[config.mk]
export PLATFORM = sky130hd
export DESIGN_NAME = frac_divider_seq
export DESIGN_NICKNAME = d
export VERILOG_FILES = /design/src/rtl/divider_pkg.sv /design/src/rtl/div_step.sv /design/src/rtl/frac_divider_seq.sv
export SDC_FILE = /design/constraint.sdc
export NUM_CORES = 1
export LEC_CHECK = 0
export CORE_AREA = 5 5 99 101
export DETAILED_ROUTE_END_ITERATION = 7
export DIE_AREA = 0 0 104 106
export DONT_BUFFER_PORTS = 1
export GPL_ROUTABILITY_DRIVEN = 1
export PLACE_DENSITY_LB_ADDON = 0.1
export SETUP_SLACK_MARGIN = 0.02
export SLEW_MARGIN = 20
export SYNTH_ARGS = -nofsm -noshare
export SYNTH_HDL_FRONTEND = slang
export SYNTH_HIERARCHICAL = 1
export SYNTH_SLANG_ARGS = --single-unit
[constraint.sdc]
create_clock -name clk -period 2.4 [get_ports clk]
set_input_delay 0.24 -clock clk [delete_from_list [all_inputs] [get_ports clk]]
set_output_delay 0.24 -clock clk [all_outputs]
set_load 0.01 [all_outputs]
[src/rtl/divider_pkg.sv]
// ---------------------------------------------------------------------------
// divider_pkg
// Shared definitions for the sequential fractional divider:
//   - state_t          : controller states (IDLE / CALC / DONE)
//   - cnt_width()      : width of the iteration counter for a given Q_W/ROUND
//   - DIV_ZERO_FIRST   : flag priority, a zero divisor wins over overflow
// ---------------------------------------------------------------------------
package divider_pkg;

    typedef enum logic [1:0] {
        IDLE = 2'd0,
        CALC = 2'd1,
        DONE = 2'd2
    } state_t;

    // Counter must be able to hold 0 .. Q_W+ROUND.
    function automatic int cnt_width(input int q_w, input int round);
        return $clog2(q_w + round + 1);
    endfunction

    // 0 >= 0 is true, so a zero divisor would otherwise also look like overflow.
    localparam bit DIV_ZERO_FIRST = 1'b1;

endpackage

[src/rtl/div_step.sv]
// ---------------------------------------------------------------------------
// div_step
// One restoring shift-and-subtract iteration, purely combinational.
// Ports:
//   i_rem     [N_W:0]   current remainder (always < divisor)
//   i_divisor [N_W-1:0] divisor
//   o_rem     [N_W:0]   remainder after this iteration
//   o_ge      1         quotient bit produced by this iteration
// ---------------------------------------------------------------------------
module div_step #(
    parameter int N_W = 7
) (
    input  logic [N_W:0]   i_rem,
    input  logic [N_W-1:0] i_divisor,
    output logic [N_W:0]   o_rem,
    output logic           o_ge
);

    logic [N_W:0] w_rs;
    logic [N_W:0] w_div_ext;

    // i_rem < divisor < 2^N_W, so the shift never loses a set bit.
    assign w_rs      = i_rem << 1;
    assign w_div_ext = {1'b0, i_divisor};
    assign o_ge      = (w_rs >= w_div_ext);
    assign o_rem     = o_ge ? (w_rs - w_div_ext) : w_rs;

endmodule

[src/rtl/frac_divider_seq.sv]
// ---------------------------------------------------------------------------
// frac_divider_seq
// Sequential fractional divider: frac_val = floor(dividend * 2^Q_W / divisor)
// as an unsigned Q0.Q_W value, one quotient bit per clock. With ROUND=1 one
// extra bit is computed and used to round half up, saturating at all ones.
// Ports:
//   clk, rst            clock (rising edge), asynchronous active-high reset
//   in_valid/in_ready   operand handshake (in_ready high only in IDLE)
//   dividend, divisor   unsigned N_W-bit operands
//   out_valid/out_ready result handshake (out_valid high only in DONE)
//   frac_val            Q0.Q_W quotient, all ones on div_zero / ovf
//   div_zero            divisor was zero
//   ovf                 dividend >= divisor with a non-zero divisor
// ---------------------------------------------------------------------------
module frac_divider_seq #(
    parameter int N_W   = 7,
    parameter int Q_W   = 8,
    parameter int ROUND = 0
) (
    input  logic           clk,
    input  logic           rst,
    input  logic           in_valid,
    output logic           in_ready,
    input  logic [N_W-1:0] dividend,
    input  logic [N_W-1:0] divisor,
    output logic           out_valid,
    input  logic           out_ready,
    output logic [Q_W-1:0] frac_val,
    output logic           div_zero,
    output logic           ovf
);

    import divider_pkg::*;

    localparam int ITER  = Q_W + ROUND;
    localparam int CNT_W = cnt_width(Q_W, ROUND);

    state_t           r_state;
    logic [N_W-1:0]   r_divisor;
    logic [N_W:0]     r_rem;
    logic [ITER-1:0]  r_quo;
    logic [CNT_W-1:0] r_cnt;
    logic [Q_W-1:0]   r_frac;
    logic             r_div_zero;
    logic             r_ovf;

    logic [N_W:0]     w_rem_next;
    logic             w_ge;
    logic [ITER-1:0]  w_quo_next;
    logic [Q_W-1:0]   w_frac_final;
    logic             w_last;
    logic             w_in_zero;
    logic             w_in_ovf;

    div_step #(.N_W(N_W)) u_step (
        .i_rem     (r_rem),
        .i_divisor (r_divisor),
        .o_rem     (w_rem_next),
        .o_ge      (w_ge)
    );

    assign w_quo_next = (r_quo << 1) | ITER'(w_ge);
    assign w_last     = (r_cnt == CNT_W'(ITER - 1));

    assign w_in_zero  = (divisor == '0);
    assign w_in_ovf   = (dividend >= divisor) && !(DIV_ZERO_FIRST && w_in_zero);

    // The extra LSB decides rounding; a carry out of the top means the
    // rounded value no longer fits and is clamped to all ones.
    if (ROUND != 0) begin : g_round
        logic [Q_W:0] w_sum;
        assign w_sum        = {1'b0, w_quo_next[Q_W:1]} + {{Q_W{1'b0}}, w_quo_next[0]};
        assign w_frac_final = w_sum[Q_W] ? '1 : w_sum[Q_W-1:0];
    end else begin : g_trunc
        assign w_frac_final = w_quo_next;
    end

    // NOTE: all state below updates with non-blocking assignments so every
    // register samples pre-edge values; the async reset also clears the
    // datapath registers so a discarded operation leaves no residue.
    always_ff @(posedge clk or posedge rst) begin
        if (rst) begin
            r_state    <= IDLE;
            r_divisor  <= '0;
            r_rem      <= '0;
            r_quo      <= '0;
            r_cnt      <= '0;
            r_frac     <= '0;
            r_div_zero <= 1'b0;
            r_ovf      <= 1'b0;
        end else begin
            case (r_state)
                IDLE: begin
                    if (in_valid) begin
                        r_divisor <= divisor;
                        r_rem     <= {1'b0, dividend};
                        r_quo     <= '0;
                        r_cnt     <= '0;
                        if (w_in_zero) begin
                            r_div_zero <= 1'b1;
                            r_frac     <= '1;
                            r_state    <= DONE;
                        end else if (w_in_ovf) begin
                            r_ovf   <= 1'b1;
                            r_frac  <= '1;
                            r_state <= DONE;
                        end else begin
                            r_state <= CALC;
                        end
                    end
                end
                CALC: begin
                    r_rem <= w_rem_next;
                    r_quo <= w_quo_next;
                    r_cnt <= r_cnt + CNT_W'(1);
                    if (w_last) begin
                        r_frac  <= w_frac_final;
                        r_state <= DONE;
                    end
                end
                DONE: begin
                    if (out_ready) begin
                        r_div_zero <= 1'b0;
                        r_ovf      <= 1'b0;
                        r_state    <= IDLE;
                    end
                end
                default: r_state <= IDLE;
            endcase
        end
    end

    assign in_ready  = (r_state == IDLE);
    assign out_valid = (r_state == DONE);
    assign frac_val  = r_frac;
    assign div_zero  = r_div_zero;
    assign ovf       = r_ovf;

endmodule

# Yosys cells after proc, flatten, opt, wreduce, memory -nomap -nowiden
# Index checks and enable logic that the tools add are counted.
# Widths: inputs -> output; s select.
[op_classes]
addsub = 2
magnitude_cmp = 2
n_eq_ne = 10
mux = 26
n_bitwise = 1
n_reduce_logical = 12
[ops]
columns = ["cell", "n"]
rows = [
  ["$mux 8", 4],
  ["$pmux 7 s2", 2],
  ["$mux 7", 3],
  ["$pmux 8 s2", 1],
  ["$mux 2", 5],
  ["$ge 8x7->1", 1],
  ["$or 8x1->8", 1],
  ["$pmux 4 s2", 1],
  ["$reduce_and 4->1", 2],
  ["$ge 7x7->1", 1],
  ["$logic_not 7->1", 1],
  ["$sub 7x7->7", 1],
  ["$mux 1", 6],
  ["$ne 2x1->1 const B", 3],
  ["$ne 2x2->1 const B", 3],
  ["$pmux 2 s3", 1],
  ["$reduce_and 5->1", 1],
  ["$add 4x1->4 const B", 1],
  ["$eq 4x3->1 const B", 1],
  ["$mux 4", 1],
  ["$pmux 1 s2", 2],
  ["$reduce_and 2->1", 2],
  ["$reduce_bool 2->1", 2],
  ["$ne 3x1->1 const B", 1],
  ["6 further kinds", 6],
]
[word_totals]
regBits = 37
in_bits = 18
out_inout_bits = 12

# Logic depth before layout (Yosys ltp)
[logic_depth]
ltp_word = 7
mapped_depth = 11
mapped_depth_nobuf = 10

# Modules after synthesis
# The synthesis kept the hierarchy.
[modules_own_cells]
columns = ["module", "n_inst", "cells_each", "area_each_um2", "seq_area_each_um2"]
rows = [
  ["frac_divider_seq", 1, 197, 2065.7, 950.9],
  ["div_step", 1, 58, 427.9, 0.0],
]

# Worst setup path before layout
# OpenSTA, ideal clock, no wires.
[synth_timing]
path_kind = "reg-to-reg"
start = "register r_rem[0]"
end = "register r_rem[5]"
arrival_time_ps = 1984
slack_ps = 282
path_stages_with_launch = 9
n_path_buf = 0
period_less_slack_ps = 2118
path_cell_list = "dfrtp_1 ha_1 nor2b_1 o31a_1 o21a_1 or3_1 a31o_1 a22oi_1 o21ai_0"
[synth_between]
elab_chain_len = 3
word_cells_on_any_way = 4
cone_classes = "add/sub: 1; order compare: 1; mux: 2"
[synth_rtl]
columns = ["element", "line", "text"]
rows = [
  ["start, declared", "frac_divider_seq.sv:40", "logic [N_W:0] r_rem;"],
  ["start signal, assigned", "frac_divider_seq.sv:96", "r_rem <= {1'b0, dividend};"],
  ["start signal, assigned", "frac_divider_seq.sv:113", "r_rem <= w_rem_next;"],
  ["$sub 7x7->7 / $ge 8x7->1 (equally long branches)", "div_step.sv:26, div_step.sv:25", ""],
  ["$mux 7 (*)", "div_step.sv:26", "assign o_rem = o_ge ? (w_rs - w_div_ext) : w_rs;"],
  ["named net w_rem_next[5]", "frac_divider_seq.sv:47", "logic [N_W:0] w_rem_next;"],
  ["$pmux 7 s2 (*)", "frac_divider_seq.sv:92", "case (r_state)"],
]
# The timed path passes the listed nets; every way through them passes the cells marked *.
# A chain may end at the register's enable or synchronous reset.

# Worst setup path in the final report
[layout_timing]
start = "register r_rem[0]"
end = "register r_rem[1]"
[layout_between]
elab_chain_len = 3
word_cells_on_any_way = 4
cone_classes = "add/sub: 1; order compare: 1; mux: 2"
[layout_rtl]
columns = ["element", "line", "text"]
rows = [
  ["$ge 8x7->1", "div_step.sv:25", "assign o_ge = (w_rs >= w_div_ext);"],
  ["named net w_ge", "frac_divider_seq.sv:48", "logic w_ge;"],
  ["$mux 7", "div_step.sv:26", ""],
  ["named net w_rem_next[1]", "frac_divider_seq.sv:47", ""],
  ["$pmux 7 s2", "frac_divider_seq.sv:92", ""],
]
# The timed path passes the listed nets, and every way through them passes these cells.

==> impl_metrics.yaml <==
sta:
  fin_skew_ns: 0.0152
  setup_ws_ns: 0.196
  maxSlewViolCount: 0
  worst_pin_slew_ns: 0.701
  fin_crit_sh_pct: 91.8
  hold_violations: 0
  setup_viol: 0
  fmax_mhz: 454
  rsz0062_at_grt: "no"
  setup_tns_ns: 0
  maxSlewHeadroom_pct: 52.7
  period_minus_slack_ns: 2.20
power:
  ir_drop_mv: 0.321
  power_mw: 3.88
  power.leakage_nw: 1.19
  power_density_nw_per_um2: 1450
placement:
  dp.cells: 356
  dpl.hpwl_um: 4580
  routabilityCongestion: 0.723
  pre_cts_ws_ns: 0.189
  io_buffers: 0
global_route:
  grt_pass1_wl_um: 10500
  grt_usage_pct: 12.1
  grt-ovfl-total: 0
  antenna_found_initial: 0
  grt_pass1_vias: 1848
  grt_max_degree: 38
cts:
  post_cts_buffers: 0
  cts_tree: "built"
  numCtsBuffers: 5
  clkSlewWorstSetupHoldPaths_ns: 0.08
  clkSinkCount: 37
  clock_path_buffers: 2
  insertion_delay_ns: 0.30
  cts_root_buf: "clkbuf_8"
  htree_num_levels: 2
routing:
  drt_iter0_drc: 60
  final_antenna_net_count: 0
  wl_per_cell_um: 17.2
  vias_per_cell: 4.75
  routed-via-count: 1734
  drc: 0
  drt-pass1-iter-count: 4
  wirelength_um: 6300
finish:
  fin_cells: 365
  nNetsFinal: 287
  drive_gt1_share_pct: 23.2
  syn2layout_area_growth_pct: 10.3
  antenna_cells: 0
  utilization_pct: 29.8
worst_setup_path:
  end_kind: "flop"
  crit_family: "compound AO/OA/AOI/OAI gates"
  critical_path_class: "reg -> reg"
  crit_buf_inv: 1
  ff2ff_path_depth: 9
  critPathLaunchType: "flop"
  path_cells: "ha_1, ha_1, o21ai_0, a21o_1, a21oi_1, buf_4, mux2_2, a22oi_1, o21ai_0"
  critical_path_required_ns: 2.56
  cpPeakStageDelay_ns: 0.45
  crit_fanout: 6
  critPathArrivalTime_ns: 2.37
  crit_slowest_cell: "dfrtp_2"
  cp_num_cells: 9
synthesis:
  yosysWarnings: 6
  synthCells: 246
  synth_area_um2: 2420
  syn-num-nets: 280
  post_synth.cell_area_avg_um2: 9.83
die:
  start_util_pct: 27.1
  core_area_um2: 8930
  ioPinCount: 30
  die_h_um: 106
  die_area_um2: 11000
  rows: 35
  die_x_um: 104
worst_hold_path:
  hold_class: "in -> reg"
  hold_path_depth: 1
status:
  status: "finished clean"
flow_run:
  max-cap-violations: 0
## report_power, final
part / switching (mW) / internal, mW / total (mW) / leakage (nW)
registers: 0.308 / 0.912 / 1.22 / 0.455
logic: 1.07 / 1.01 / 2.09 / 0.680
clock network: 0.261 / 0.312 / 0.573 / 0.0543
total: 1.64 / 2.24 / 3.88 / 1.19
## worst reg2reg max path, cell delays in order, from the launching register on
cell and delay [ns]:
dfrtp_2 0.45, ha_1 0.31, ha_1 0.14, o21ai_0 0.08, a21o_1 0.17, a21oi_1 0.16, buf_4 0.18, mux2_2 0.33
a22oi_1 0.14, o21ai_0 0.10
## metal layers
layer	wire, um	track usage (%)	vias up
met4	69	3.05	0
met2	2730	18.7	34
li1	-	-	869
met5	0	0	-
met3	424	4.07	6
met1	3070	16.2	825
## layout by cell type, fill, tap and decap left out, types with 3 or more instances in the layout
cell type / count
inv_1: 25
ha_1: 15
o21ai_0: 21
nand2_1: 22
clkbuf_8: 5
xnor2_1: 3
nor2_1: 16
buf_4: 10
nor2b_1: 4
nor3_2: 8
a21oi_1: 17
and2b_2: 7
a211oi_2: 8
a22oi_1: 6
dfrtp_1: 36
a21o_1: 4
mux2_2: 9
## repair_timing
| item | in CTS | in global routing |
|---|---|---|
| hold buffers | 1 | 0 |
| endpoints found under the hold margin | 37 | 0 |
| gates resized for setup | 0 | 3 |
| endpoints found under the setup margin | 0 | 3 |
## per-stage QoR
| stage | hold WS [ns] | instance area (um2) |
|---|---|---|
| finish | 0.0203 | 2670 |
| floorplan | 0.326 | 2420 |
| global route | 0.00710 | 2670 |
| global placement | 0.304 | 2530 |
| CTS | 0.00942 | 2660 |
| detailed placement | 0.298 | 2530 |
## flip-flops by register name, summed over array words and instances (netlist names)
name       flops
r_state        2
div_zero       1
r_quo          7
r_divisor      7
frac_val       8
r_cnt          4
ovf            1
r_rem          7
## path summary, 6_finish.rpt
check / from / end / slack (ns)
worst max-delay path: r_rem[0] / r_rem[1] / 0.20
worst min-delay path: out_ready / div_zero / 0.02
worst max register to register: r_rem[0] / r_rem[1] / 0.20
worst min register to register: r_cnt[3] / r_cnt[3] / 0.48
max in group asynchronous: rst / r_rem[0] / 1.51
min in group asynchronous: rst / frac_val[4] / 0.49
## cell type report
type / count / area, um2
multi-input combinational: 173 / 1310
sequential: 37 / 927
clock buffer: 5 / 68.8
tap: 111 / 139
fill: 988 / 6270
inverter: 25 / 93.8
timing repair buffer: 11 / 85.1
clock inverter: 3 / 46.3
Power figures use the tool's default switching activity.
